## config.mk

```make
export PLATFORM = sky130hd
export DESIGN_NAME = uart_tx_stream
export DESIGN_NICKNAME = d
export VERILOG_FILES = /design/src/rtl/uart_tx_stream.sv
export SDC_FILE = /design/constraint.sdc
export NUM_CORES = 1
export LEC_CHECK = 0
export BUFFER_PORTS_ARGS = -buffer_cell sky130_fd_sc_hd__buf_2
export CAP_MARGIN = 5
export CORE_ASPECT_RATIO = 0.7
export CORE_MARGIN = 10
export CORE_UTILIZATION = 31
export DETAILED_ROUTE_END_ITERATION = 7
export PLACE_DENSITY = 0.58
export SYNTH_ARGS = -nofsm -noshare
export SYNTH_HDL_FRONTEND = slang
export SYNTH_SLANG_ARGS = --single-unit
```

## constraint.sdc

```tcl
create_clock -name clk -period 2.2 [get_ports clk]
set_clock_uncertainty 0.2 [all_clocks]
set_input_delay 0.11 -clock clk [delete_from_list [all_inputs] [get_ports clk]]
set_output_delay 0.11 -clock clk [all_outputs]
set_load 0.01 [all_outputs]
```

## src/rtl/uart_tx_stream.sv

```systemverilog
// Byte-stream to 8N1 UART transmitter, LSB first, with a count of newline frames sent.
// Optional even-parity bit after D7 when UART_TX_PARITY_EN is defined.
module uart_tx_stream #(
    parameter int CLKS_PER_BIT = 16,
    parameter int STOP_BITS    = 1
) (
    input  logic       clk,
    input  logic       rst,
    input  logic [7:0] in_data,
    input  logic       in_valid,
    output logic       in_ready,
    output logic       tx,
    output logic       busy,
    output logic [7:0] lines_sent
);
    localparam int CW = (CLKS_PER_BIT > 1) ? $clog2(CLKS_PER_BIT) : 1;

    if (CLKS_PER_BIT < 2) begin : g_bad_clks_per_bit
        $error("uart_tx_stream: CLKS_PER_BIT must be >= 2");
    end
    if (STOP_BITS != 1 && STOP_BITS != 2) begin : g_bad_stop_bits
        $error("uart_tx_stream: STOP_BITS must be 1 or 2");
    end

    typedef enum logic [2:0] {IDLE, START, DATA, PARITY, STOP} state_t;

    state_t        state_q, state_d;
    logic [CW-1:0] cnt_q, cnt_d;
    logic [2:0]    idx_q, idx_d;
    logic [7:0]    data_q, data_d;
    logic          tx_q, tx_d;
    logic [7:0]    lines_q, lines_d;
    logic          wrap;

    assign wrap = (cnt_q == CW'(CLKS_PER_BIT - 1));

    // tx_d is computed for the state being entered so the line is registered
    // and changes exactly on the bit boundary.
    always_comb begin
        state_d = state_q;
        cnt_d   = cnt_q;
        idx_d   = idx_q;
        data_d  = data_q;
        tx_d    = tx_q;
        lines_d = lines_q;
        if (state_q != IDLE) cnt_d = wrap ? '0 : cnt_q + 1'b1;
        case (state_q)
            IDLE: begin
                tx_d = 1'b1;
                if (in_valid) begin
                    data_d  = in_data;
                    state_d = START;
                    tx_d    = 1'b0;
                    cnt_d   = '0;
                    idx_d   = '0;
                end
            end
            START: if (wrap) begin
                state_d = DATA;
                idx_d   = '0;
                tx_d    = data_q[0];
            end
            DATA: if (wrap) begin
                if (idx_q == 3'd7) begin
`ifdef UART_TX_PARITY_EN
                    state_d = PARITY;
                    tx_d    = ^data_q;
`else
                    state_d = STOP;
                    tx_d    = 1'b1;
                    idx_d   = '0;
`endif
                end else begin
                    idx_d = idx_q + 3'd1;
                    tx_d  = data_q[idx_q + 3'd1];
                end
            end
`ifdef UART_TX_PARITY_EN
            PARITY: if (wrap) begin
                state_d = STOP;
                tx_d    = 1'b1;
                idx_d   = '0;
            end
`endif
            STOP: if (wrap) begin
                if (idx_q == 3'(STOP_BITS - 1)) begin
                    state_d = IDLE;
                    if (data_q == 8'h0A) lines_d = lines_q + 8'd1;
                end else begin
                    idx_d = idx_q + 3'd1;
                end
            end
            default: begin
                state_d = IDLE;
                tx_d    = 1'b1;
            end
        endcase
    end

    always_ff @(posedge clk or posedge rst) begin
        if (rst) begin
            state_q <= IDLE;
            cnt_q   <= '0;
            idx_q   <= '0;
            data_q  <= '0;
            tx_q    <= 1'b1;
            lines_q <= '0;
        end else begin
            state_q <= state_d;
            cnt_q   <= cnt_d;
            idx_q   <= idx_d;
            data_q  <= data_d;
            tx_q    <= tx_d;
            lines_q <= lines_d;
        end
    end

    assign in_ready   = (state_q == IDLE);
    assign busy       = (state_q != IDLE);
    assign tx         = tx_q;
    assign lines_sent = lines_q;
endmodule

```

; ---- Word level (Yosys, flattened, before mapping)
; Index checks and enable logic that the tools add are counted.
[op_classes]
add_sub_neg = 3
order_cmp = 1
n_eq_ne = 13
n_mux = 25
n_reduce_logical = 9
bitwise = 1
[op_table]
columns = op, n
row1 = 2-to-1 mux 3 bit, 12
row2 = one-hot mux 3 bit (4 select lines), 2
row3 = 2-to-1 mux 4 bit, 4
row4 = inequality test 2 bit (second input constant), 7
row5 = AND reduction 6 bit, 2
row6 = adder 8 x 1 -> 8 bit (second input constant), 1
row7 = == test 8 x 4 -> 1 bit (second input constant), 1
row8 = == test 3 bit (second input constant), 2
row9 = logical NOT 3 bit, 2
row10 = 2-to-1 mux 1 bit, 5
row11 = adder 4 x 1 -> 4 bit (second input constant), 1
row12 = == test 4 bit (second input constant), 1
row13 = less-than comparator 3 x 4 -> 1 bit (second input constant), 1
row14 = one-hot mux 1 bit (4 select lines), 1
row15 = AND reduction 4 bit, 1
row16 = nonzero test 4 bit, 1
row17 = adder 3 x 1 -> 3 bit (second input constant), 1
row18 = binary-select mux 1 bit (select 3 bit), 1
row19 = == test 3 x 1 -> 1 bit (second input constant), 1
row20 = == test 3 x 2 -> 1 bit (second input constant), 1
row21 = AND reduction 3 bit, 1
row22 = nonzero test 3 bit, 1
row23 = AND reduction 2 bit, 1
row24 = inverter 1 bit, 1
[totals]
wordCells = 58
input_bits = 11
regBits = 27
out_inout_bits = 11

; ---- Logic depth before layout (Yosys ltp)
; Gate-level depths: netlist (run 1).
[depth]
word_depth = 6
depth_mapped = 7
depth_no_buf = 6

; ---- Worst setup path before layout (run 1)
; No wires, ideal clock.
[synth_timing]
path_kind = reg2reg
startpoint = register idx_q[0]
endpoint = register tx_q (netlist: tx)
n_path_buf = 0
required_time_ns = 1.918
synth_period_minus_slack_ns = 1.984
slack_ns = 0.216
t_arrival_ns = 1.703
stages_incl_launch_ff = 7
cell_sequence = dfrtp_1 > ha_1 > ha_1 > mux4_2 > nor3b_1 > nor4_1 > o31a_1
[synth_via]
elab_chain_cells = 6
[synth_lines]
columns = element, line_no
row1 = "start, declared", 29  ; logic [2:0] idx_q, idx_d;
row2 = "start signal, assigned", 111  ; idx_q <= idx_d;
row3 = adder 3 x 1 -> 3 bit, 75  ; tx_d = data_q[idx_q + 3'd1];
row4 = binary-select mux 1 bit (select 3 bit), 75
row5 = 2-to-1 mux 1 bit (implied by the code), 75
row6 = 2-to-1 mux 1 bit (*), 64  ; if (idx_q == 3'd7) begin
row7 = 2-to-1 mux 1 bit (*), 63  ; DATA: if (wrap) begin
row8 = one-hot mux 1 bit (4 select lines) (*), 47  ; case (state_q)
row9 = "end signal, assigned", 113  ; tx_q <= tx_d;
row10 = "end, declared", 31  ; logic tx_q, tx_d;
; Mark *: on every way between the ends. The rest lies on a longest branch, timed or not. The select of a mux whose other input is x is not followed.
; A chain may end at the register's enable or synchronous reset.

; ---- Worst setup path in the final report (run 1)
[layout_timing]
startpoint = register cnt_q[0]
endpoint = register idx_q[0]
[layout_via]
elab_chain_cells = 3
[layout_lines]
columns = element, line_no
row1 = "start, declared", 28  ; logic [CW-1:0] cnt_q, cnt_d;
row2 = "start signal, assigned", 110  ; cnt_q <= cnt_d;
row3 = == test 4 bit (*), 35  ; assign wrap = (cnt_q == CW'(CLKS_PER_BIT - 1));
row4 = inequality test 2 bit (no source line), -
row5 = AND reduction 6 bit (no source line) (*), -
; Mark *: on every way between the ends. The rest lies on a longest branch, timed or not.

==> flow_summary.toml, run 1 <==
[cells_and_area]
final_common_cell = "dfrtp_1"
final_cell_mix = "dfrtp_1, buf_2, dlygate4sd3_1"
nNetsFinal = 183
area_growth_pct = 20.84
drive_gt1_frac = 0.2771
design_area_mm2 = 0.001843
antenna_cells = 0
nFillCells = 460

[synthesis]
synth_area_leaders = "dfrtp_1, mux2_4, xnor2_1"
ys_warn_count = 0
ys_seq_elements = 27
synth.distinct_cells = 45
synth_area_leader_cell = "dfrtp_1"
syn_inst = 132
synth-edff-count = 0
async_flop_share = 1.000
syn_nets = 148
synth_top_area_frac = 0.4266
syn_area_mm2 = 0.001525
syn_area_per_cell_um2 = 11.55
yosysSeqAreaShare = 0.4438
synth_flop_cell = "dfrtp_1"

[clock_tree]
cts_max_level = 1
clock_path_buffers = 2
cts_resized = 0
clkTransAtPathRegs_ns = 0.09
cts_buffers = 3
cts_tree = "built"
clock-root-buffer = "clkbuf_8"
clk_latency_ns = 0.27
cts_hold_buffers = 10
post_cts_buffers = 0
clock_sinks = 27

[power]
seq_power_share = 0.457
power.share.clock = 0.167
switching_power_uw = 569.5
power_density_mw_per_mm2 = 924.3
p_leak_nw = 0.8328
ir_drop_v = 0.0004719
power_frac_comb = 0.376
p_int_mw = 1.134
p_sw_frac = 0.3343

[die]
die_area_mm2 = 0.008170
initial_utilization = 0.3207
ios = 22
rows = 21
core_area_mm2 = 0.004756
die_w_um = 103.8
fp.dieH_um = 78.69

[critical_path]
rr_worst_depth = 5
cp_slowest_cell = "dfrtp_1"
path_class = "reg2reg"
crit_fanout = 5
worstPathCellList = "ha_1, and3_1, mux2i_1, o311ai_2, mux2_1"
crit_arrival_ns = 2.03
crit_path_end_kind = "flip-flop"
cp.required_ns = 2.16
cpPeakStageDelay_ns = 0.41
cp-start-kind = "flip-flop"

[place]
io_buffers = 21
gp_congestion = 0.7901
place_hpwl_mm = 2.383
place_area_mm2 = 0.001698

[timing]
relSlewSlack = 0.7121
finalSetupViolCount = 0
timing.final.crit_period_ns = 2.072
max_freq_ghz = 0.4826
worst_slew_pin_slew_ns = 0.4311
rsz0062_at_grt = "false"
finalSetupTns_ns = 0
hold_viol = 0
slew_viol_final = 0
period_share = 0.9418

[outcome]
outcome = "completed"

[grt]
track_usage = 0.07887
grt_pass1_wl_mm = 5.361
grt_pass1_vias = 1146
grt_overflow = 0
grt_start_max_net_pins = 28
antenna_found_initial = 0

[detailed_routing]
detail-route-antenna-nets = 0
routed_via_density = 4.587
drt_pass1_iterations = 4
vias = 1078
first_iter_violations = 50
drc = 0
wire_per_inst_um = 13.27
drt-total-wl_mm = 3.118

[worst_hold_path]
hp-class = "in2async"

[run]
max-cap-violations = 0
-- critical path: cells and delay by family, from the launching register on --
family,cells,cell delay [ns]
multiplexers,2,0.48
flip-flops,1,0.41
AO/OA/AOI/OAI,1,0.40
adder cells (fa/ha/maj),1,0.25
AND/OR/NAND/NOR,1,0.22
-- area by class of cell --
class / count / area [um2] / share of cell area
Timing Repair Buffer: 37 / 250.2 / 0.1358
Clock buffer: 4 / 45.04 / 0.02444
Multi-Input combinational cell: 94 / 764.5 / 0.4148
Tap cell: 69 / 86.33 / 0.04684
Sequential cell: 27 / 676.9 / 0.3673
Inverter: 4 / 20.02 / 0.01086
-- final timing paths --
check	startpoint	end	slack, ns
min	rst	data_q[4]$_DFFE_PP0P_	0.23
max in group asynchronous	rst	tx$_DFFE_PP1P_	1.26
min in group clk	lines_sent[7]$_DFFE_PP0P_	lines_sent[7]$_DFFE_PP0P_	0.27
max reg2reg	cnt_q[0]$_DFF_PP0_	idx_q[0]$_DFFE_PP0P_	0.13
min reg2reg	lines_sent[7]$_DFFE_PP0P_	lines_sent[7]$_DFFE_PP0P_	0.27
max	cnt_q[0]$_DFF_PP0_	idx_q[0]$_DFFE_PP0P_	0.13
-- cells in the mapped netlist (all sizes together) (2+ instances only) --
master and instances:
a21oi 3, and2 4, and3 3, buf 6, dfrtp 26, ha 5, inv 3, mux2 11
mux2i 2, mux4 2, nand2 6, nand2b 5, nand3 3, nand4 6, nor2 8, nor3 3
nor3b 2, nor4b 2, o21ai 4, o21bai 2, or3 2, xnor2 8
-- cell families (layout without fill, tap and decap cells) --
kind of cell               after synthesis  in the layout  synth area share
DFF                                     27             27            0.4438
AOI/OAI and AO/OA                       17             17           0.08040
muxes                                   15             15            0.1436
xor gates and xnor gates                 8              8           0.04594
and+or+nand+nor                         49             49            0.1903
buffers and inverters                   11             45           0.05496
adders and majority gates                5              5           0.04102
-- sequential cells by signal (all words and copies together), names as in the netlist --
signal      cells
cnt_q           4
idx_q           3
state_q         3
data_q          8
tx              1
lines_sent      8
-- layer usage --
metal / up-vias / part of all wire / GRT usage
met5: - / 0 / 0
met4: 0 / 0.017 / 0.03324
met3: 5 / 0.034 / 0.01713
met2: 16 / 0.47 / 0.1357
met1: 514 / 0.48 / 0.09408
li1: 543 / - / -
-- metrics by stage --
step,power [mW],instances,util,worst slack (ns),hold slack [ns]
2_1_floorplan,1.279,132,-,0.2156,-0.03803
3_3_place_gp,1.384,221,0.3570,0.2284,-0.01678
5_1_grt,1.821,235,0.3875,0.004394,0.2857
6_report,1.703,235,0.3875,0.1280,0.2334
4_1_cts,1.726,235,0.3875,0.1291,0.2400
3_5_place_dp,1.421,221,0.3570,0.1560,0.0009959
-- power groups by stage --
stage	Combinational [mW]	Clock (mW)	Sequential, mW
after floorplan	0.536	0	0.744
after global placement	0.604	0	0.780
after detailed placement	0.631	0	0.790
after CTS	0.647	0.300	0.780
after global routing	0.705	0.315	0.801
final	0.641	0.284	0.779
Note: power is estimated with default switching activity, not from simulation.
==> run 2: changes to the inputs <==
ABC_AREA = 1   (was unset)
CELL_PAD_IN_SITES_DETAIL_PLACEMENT = 2   (was unset)
CELL_PAD_IN_SITES_GLOBAL_PLACEMENT = 2   (was unset)
PLACE_DENSITY = 0.86   (was 0.58)
==> run 2 against run 1 <==
Clock power up 4%. First-iteration DRC count down 24%. Via count grew 34%. Sequential share of layout area shrank 0.44 points. Die area fell by 0.25%. Fmax increased by 7.2%. Clock-buffer cell count is 1 lower. Critical path depth grew 3. Largest power group unchanged.
==> flow_summary.toml, run 2 <==
[die]
initial_utilization = 0.3197
fp.dieH_um = 78.59
ios = 22
core_area_mm2 = 0.004756
rows = 21
die_area_mm2 = 0.008150
die_w_um = 103.7

[synthesis]
syn_nets = 217
ys_warn_count = 0
synth_common_cells = "nand2_1, dfrtp_1, inv_1, nand3_1, nor2_1"
yosysMostFrequentCell = "nand2_1"
synth_top_family_by_area = "simple AND/OR/NAND/NOR gates"
synth_area_leaders = "dfrtp_1, nand2_1, nand3_1"
syn_inst = 201
syn_area_per_cell_um2 = 7.563
synth-simple-area-share = 0.3358
async_flop_share = 1.000
synth.distinct_cells = 23
synth-xor-area-share = 0.04033
synth_fa_ha_area_frac = 0.04115
synth_area_leader_cell = "dfrtp_1"
synth-compound-area-share = 0.06584
synth-edff-count = 0
synth_flop_cell = "dfrtp_1"
yosysSeqAreaShare = 0.4453
syn_area_mm2 = 0.001520
ys_seq_elements = 27
synth_top_area_frac = 0.4280
synth_mux_area_frac = 0

[critical_path]
cp-start-kind = "flip-flop"
crit_path_end_kind = "flip-flop"
critical_path.startpoint = "idx_q[0]$_DFFE_PP0P_"
cp_slowest_cell = "dfrtp_1"
crit_top_cell = "nand2_1"
r2r_start = "idx_q[0]$_DFFE_PP0P_"
cp-endpoint = "lines_sent[7]$_DFFE_PP0P_"
crit_fanout = 8
crit_arrival_ns = 1.90
rr_worst_depth = 8
worstPathCellList = "inv_1, ha_1, nand2_1, nor2_1, nand3_2, clkinv_2, nand2_1, o21ai_1"
reg2reg_to = "lines_sent[7]$_DFFE_PP0P_"
cpPeakStageDelay_ns = 0.53
reg2reg_slack_ns = 0.27
cp.required_ns = 2.17
path_class = "reg2reg"

[clock_tree]
clkTransAtPathRegs_ns = 0.10
cts_tree = "built"
clk_latency_ns = 0.28
clock_sinks = 27
clock-root-buffer = "clkbuf_8"
cts_resized = 0
cts_buffers = 3
clock_path_buffers = 2
cts_max_level = 1

[grt]
antenna_found_initial = 0
track_usage = 0.1178
grt_pass1_vias = 1668
grt_overflow = 0
grt_start_max_net_pins = 28
grt_pass1_wl_mm = 8.079

[timing]
fin_hold_ws_ns = 0.2273
period_share = 0.8788
finalSetupViolCount = 0
timing.final.crit_period_ns = 1.933
rsz0062_at_grt = "false"
worst_slew_pin_slew_ns = 0.3698
max_freq_ghz = 0.5172
hold_viol = 0
slew_viol_final = 0
finalSetupTns_ns = 0
relSlewSlack = 0.7535

[detailed_routing]
drt_pass1_iterations = 4
first_iter_violations = 38
vias = 1444
wire_per_inst_um = 15.17
drc = 0
detail-route-antenna-nets = 0
routed_via_density = 4.719
drt-total-wl_mm = 4.643

[cells_and_area]
antenna_cells = 0
nFillCells = 578
drive_gt1_frac = 0.1603
final_cell_mix = "nand2_1, dfrtp_1, inv_1, buf_2, nand3_1"
nNetsFinal = 254
area_growth_pct = 22.72
final_common_cell = "nand2_1"

[power]
ir_drop_v = 0.0001906
seq_power_share = 0.595
p_sw_frac = 0.2357
power_frac_comb = 0.062
power.share.clock = 0.342
power_density_mw_per_mm2 = 462.4
switching_power_uw = 203.3
p_leak_nw = 1.009
p_int_uw = 659.3

[place]
gp_congestion = 0.7373
place_hpwl_mm = 3.639
io_buffers = 21

[outcome]
outcome = "completed"

[run]
max-cap-violations = 0

[worst_hold_path]
hp-class = "in2async"
run 2: cell types whose count changed after synthesis, sizes merged, moves of 5 or more:
cell	delta
a21oi	+5
buf	-5
inv	+22
mux2	-11
nand2	+75
nand2b	-5
nand3	+19
xnor2	-5
run 2: what timing repair did:
action | in CTS | in global routing
hold buffers | 10 | 0
endpoints found under the hold margin | 37 | 0
setup buffers | 0 | 0
run 2: cell type report:
cell class / count / area [um2] / area share
Multi-Input combinational cell: 147 / 734.5 / 0.3937
Tap cell: 69 / 86.33 / 0.04628
Timing Repair Buffer: 33 / 220.2 / 0.1180
Sequential cell: 27 / 676.9 / 0.3628
Clock inverter: 1 / 5.005 / 0.002683
Inverter: 26 / 101.3 / 0.05433
Clock buffer: 3 / 41.29 / 0.02213
run 2: per-stage QoR:
stage | std cells | instance area (um2) | setup slack [ns] | power, mW | util
after floorplan | 201 | 1520 | 0.5909 | 0.5420 | -
after global placement | 292 | 1719 | 0.2891 | 0.5598 | 0.3615
after detailed placement | 292 | 1719 | 0.2397 | 0.5646 | 0.3615
after CTS | 306 | 1866 | 0.2185 | 0.8745 | 0.3923
after global routing | 306 | 1866 | 0.07791 | 0.8988 | 0.3923
final | 306 | 1866 | 0.2666 | 0.8626 | 0.3923
run 2: worst max-delay path: cells and delay by family (launching register included):
kind | cells | cell delay (ns)
DFF | 1 | 0.53
and+or+nand+nor | 4 | 0.46
buffers and inverters | 2 | 0.33
adders and majority gates | 1 | 0.23
AOI/OAI and AO/OA | 1 | 0.07
run 2: routing by layer:
| layer | global-route usage | share of wire |
|---|---|---|
| met4 | 0.03047 | 0.015 |
| met2 | 0.2109 | 0.47 |
| met3 | 0.02773 | 0.026 |
| met5 | 0 | 0 |
| met1 | 0.1397 | 0.48 |
run 2: kinds of logic after synthesis:
kind of cell / Yosys count
AND/OR/NAND/NOR: 118
adder cells (fa/ha/maj): 5
flip-flops: 27
AO/OA/AOI/OAI: 17
buffers and inverters: 27
XOR/XNOR: 7
run 2: power by group through the flow:
stage	clock [mW]	combinational (mW)	sequential (mW)
after floorplan	0	0.0213	0.521
after global placement	0	0.0378	0.522
after detailed placement	0	0.0417	0.523
after CTS	0.307	0.0548	0.513
after global routing	0.322	0.0626	0.514
final	0.295	0.0539	0.513
run 2: how the worst min path moves through the flow:
stage                     start                        end  slack (ns)  depth (start not counted)
after global placement      rst  lines_sent[3]$_DFFE_PP0P_      -0.006                          3
final                       rst  lines_sent[7]$_DFFE_PP0P_        0.23                          4
after floorplan             rst         cnt_q[0]$_DFF_PP0_       -0.04                          1
after CTS                   rst         cnt_q[0]$_DFF_PP0_        0.24                          4
after detailed placement    rst  lines_sent[7]$_DFFE_PP0P_       0.007                          3
after global routing        rst  lines_sent[7]$_DFFE_PP0P_        0.28                          4
==> run 3: changes to the inputs <==
CORE_UTILIZATION = 32   (was 31)
PLACE_DENSITY = 0.76   (was 0.86)
==> run 3 against run 2 <==
Fmax decreased by 1.1%. Non-clock buffer count decreased by 1. Wire length increased by 6.3%. Register-to-register slack got worse by 0.02 ns. Largest power group unchanged. Worst hold slack got worse by 0.22 ns. Sequential power about the same. Highest routed layer unchanged. Clock-buffer cell count increased by 1. Sequential share of layout area increased by 0.57 points.
==> flow_summary.toml, run 3 (synthesis gave the netlist of run 2 again) <==
[outcome]
outcome = "completed"

[critical_path]
cp-start-kind = "flip-flop"
crit_fanout = 8
cpLargestDelayFamily = "flip-flops"
cp.required_ns = 2.17
cp_slowest_cell = "dfrtp_1"
reg2reg_slack_ns = 0.25
worstPathCellList = "inv_1, ha_1, nand2_1, nor2_1, nand3_2, clkinv_2, nand2_1, o21ai_1"
cpPeakStageDelay_ns = 0.52
crit_path_end_kind = "flip-flop"
crit_top_cell = "nand2_1"
path_class = "reg2reg"
worstPathBufferInverterCount = 2
crit_arrival_ns = 1.92

[power]
p_leak_nw = 1.002
ir_drop_v = 0.0001969
p_sw_frac = 0.2285
p_total_uw = 856.4
power.share.clock = 0.340
seq_power_share = 0.598
switching_power_uw = 195.7
p_int_uw = 660.7
power_density_mw_per_mm2 = 466.2
power_frac_comb = 0.062

[clock_tree]
cts_tree = "built"
clock_sinks = 27
clk_latency_ns = 0.28
clock-root-buffer = "clkbuf_8"
post_cts_buffers = 0
cts_max_level = 1
clkTransAtPathRegs_ns = 0.10
cts_resized = 0
cts_buffers = 3
cts_hold_buffers = 9
clock_path_buffers = 2

[timing]
period_share = 0.8885
finalSetupTns_ns = 0
max_freq_ghz = 0.5116
rsz0062_at_grt = "false"
slew_viol_final = 0
timing.final.crit_period_ns = 1.955
worst_slew_pin_slew_ns = 0.3821
hold_viol = 0
finalSetupViolCount = 0
relSlewSlack = 0.7452

[die]
die_area_mm2 = 0.007951
initial_utilization = 0.3413
rows = 20
die_w_um = 102.4
core_area_mm2 = 0.004454
ios = 22
fp.dieH_um = 77.67

[detailed_routing]
vias = 1429
first_iter_violations = 34
drc = 0
routed_via_density = 4.911
wire_per_inst_um = 16.96
drt-total-wl_mm = 4.936
drt_pass1_iterations = 4
detail-route-antenna-nets = 0

[grt]
grt_start_max_net_pins = 28
grt_pass1_wl_mm = 8.321
grt_overflow = 0
grt_pass1_vias = 1663
antenna_found_initial = 0
track_usage = 0.1309

[place]
gp_congestion = 0.7957
place_hpwl_mm = 3.865
io_buffers = 21
place_area_mm2 = 0.001702

[cells_and_area]
area_growth_pct = 20.82
drive_gt1_frac = 0.1568
nNetsFinal = 253
antenna_cells = 0
design_area_mm2 = 0.001837
final_common_cell = "nand2_1"
final_cell_mix = "nand2_1, dfrtp_1, inv_1, buf_2, nand3_1"

[worst_hold_path]
hp-class = "in2reg"

[run]
max-cap-violations = 0
==> run 3: layer usage <==
layer / part of all wire / GRT usage
met1: 0.47 / 0.1590
met2: 0.49 / 0.2329
met3: 0.027 / 0.02832
met4: 0.0038 / 0.02247
met5: 0 / 0
==> run 3: cell type report <==
| cell class | count | area (um2) |
|---|---|---|
| sequential | 27 | 676.9 |
| clock buffer | 4 | 45.04 |
| inverter | 26 | 101.3 |
| multi-input combinational | 147 | 734.5 |
| timing repair buffer | 32 | 210.2 |
| fill | 537 | 2618 |
| tap | 55 | 68.82 |
==> run 3: final timing paths <==
path / to / cells past startpoint / startpoint
max reg2reg: lines_sent[7]$_DFFE_PP0P_ / 8 / idx_q[0]$_DFFE_PP0P_
min reg2reg: data_q[7]$_DFFE_PP0P_ / 2 / data_q[7]$_DFFE_PP0P_
min in group asynchronous: cnt_q[1]$_DFF_PP0_ / 4 / rst
min: cnt_q[1]$_DFF_PP0_ / 4 / in_valid
max in group asynchronous: tx$_DFFE_PP1P_ / 4 / rst
max: lines_sent[7]$_DFFE_PP0P_ / 8 / idx_q[0]$_DFFE_PP0P_
==> run 3: power by group through the flow <==
stage               Combinational [mW]  Sequential, mW  Clock, mW
floorplan                       0.0213           0.521          0
global placement                0.0392           0.522          0
detailed placement              0.0415           0.522          0
CTS                             0.0544           0.512      0.302
global route                    0.0605           0.514      0.322
finish                          0.0527           0.512      0.291
==> run 3: worst reg2reg max path, stage by stage (launching register included) <==
cell and delay, ns:
dfrtp_1 0.52, inv_1 0.17, ha_1 0.22, nand2_1 0.12, nor2_1 0.08, nand3_2 0.19
clkinv_2 0.18, nand2_1 0.10, o21ai_1 0.07
==> run 3: through the flow <==
step | cells | util | hold WS (ns) | worst slack [ns]
2_1_floorplan | 201 | - | -0.03803 | 0.5909
3_3_place_gp | 278 | 0.3820 | -0.003192 | 0.3087
3_5_place_dp | 278 | 0.3820 | 0.02267 | 0.2646
4_1_cts | 291 | 0.4124 | 0.004066 | 0.2437
5_1_grt | 291 | 0.4124 | 0.02123 | 0.05588
6_report | 291 | 0.4124 | 0.007541 | 0.2454
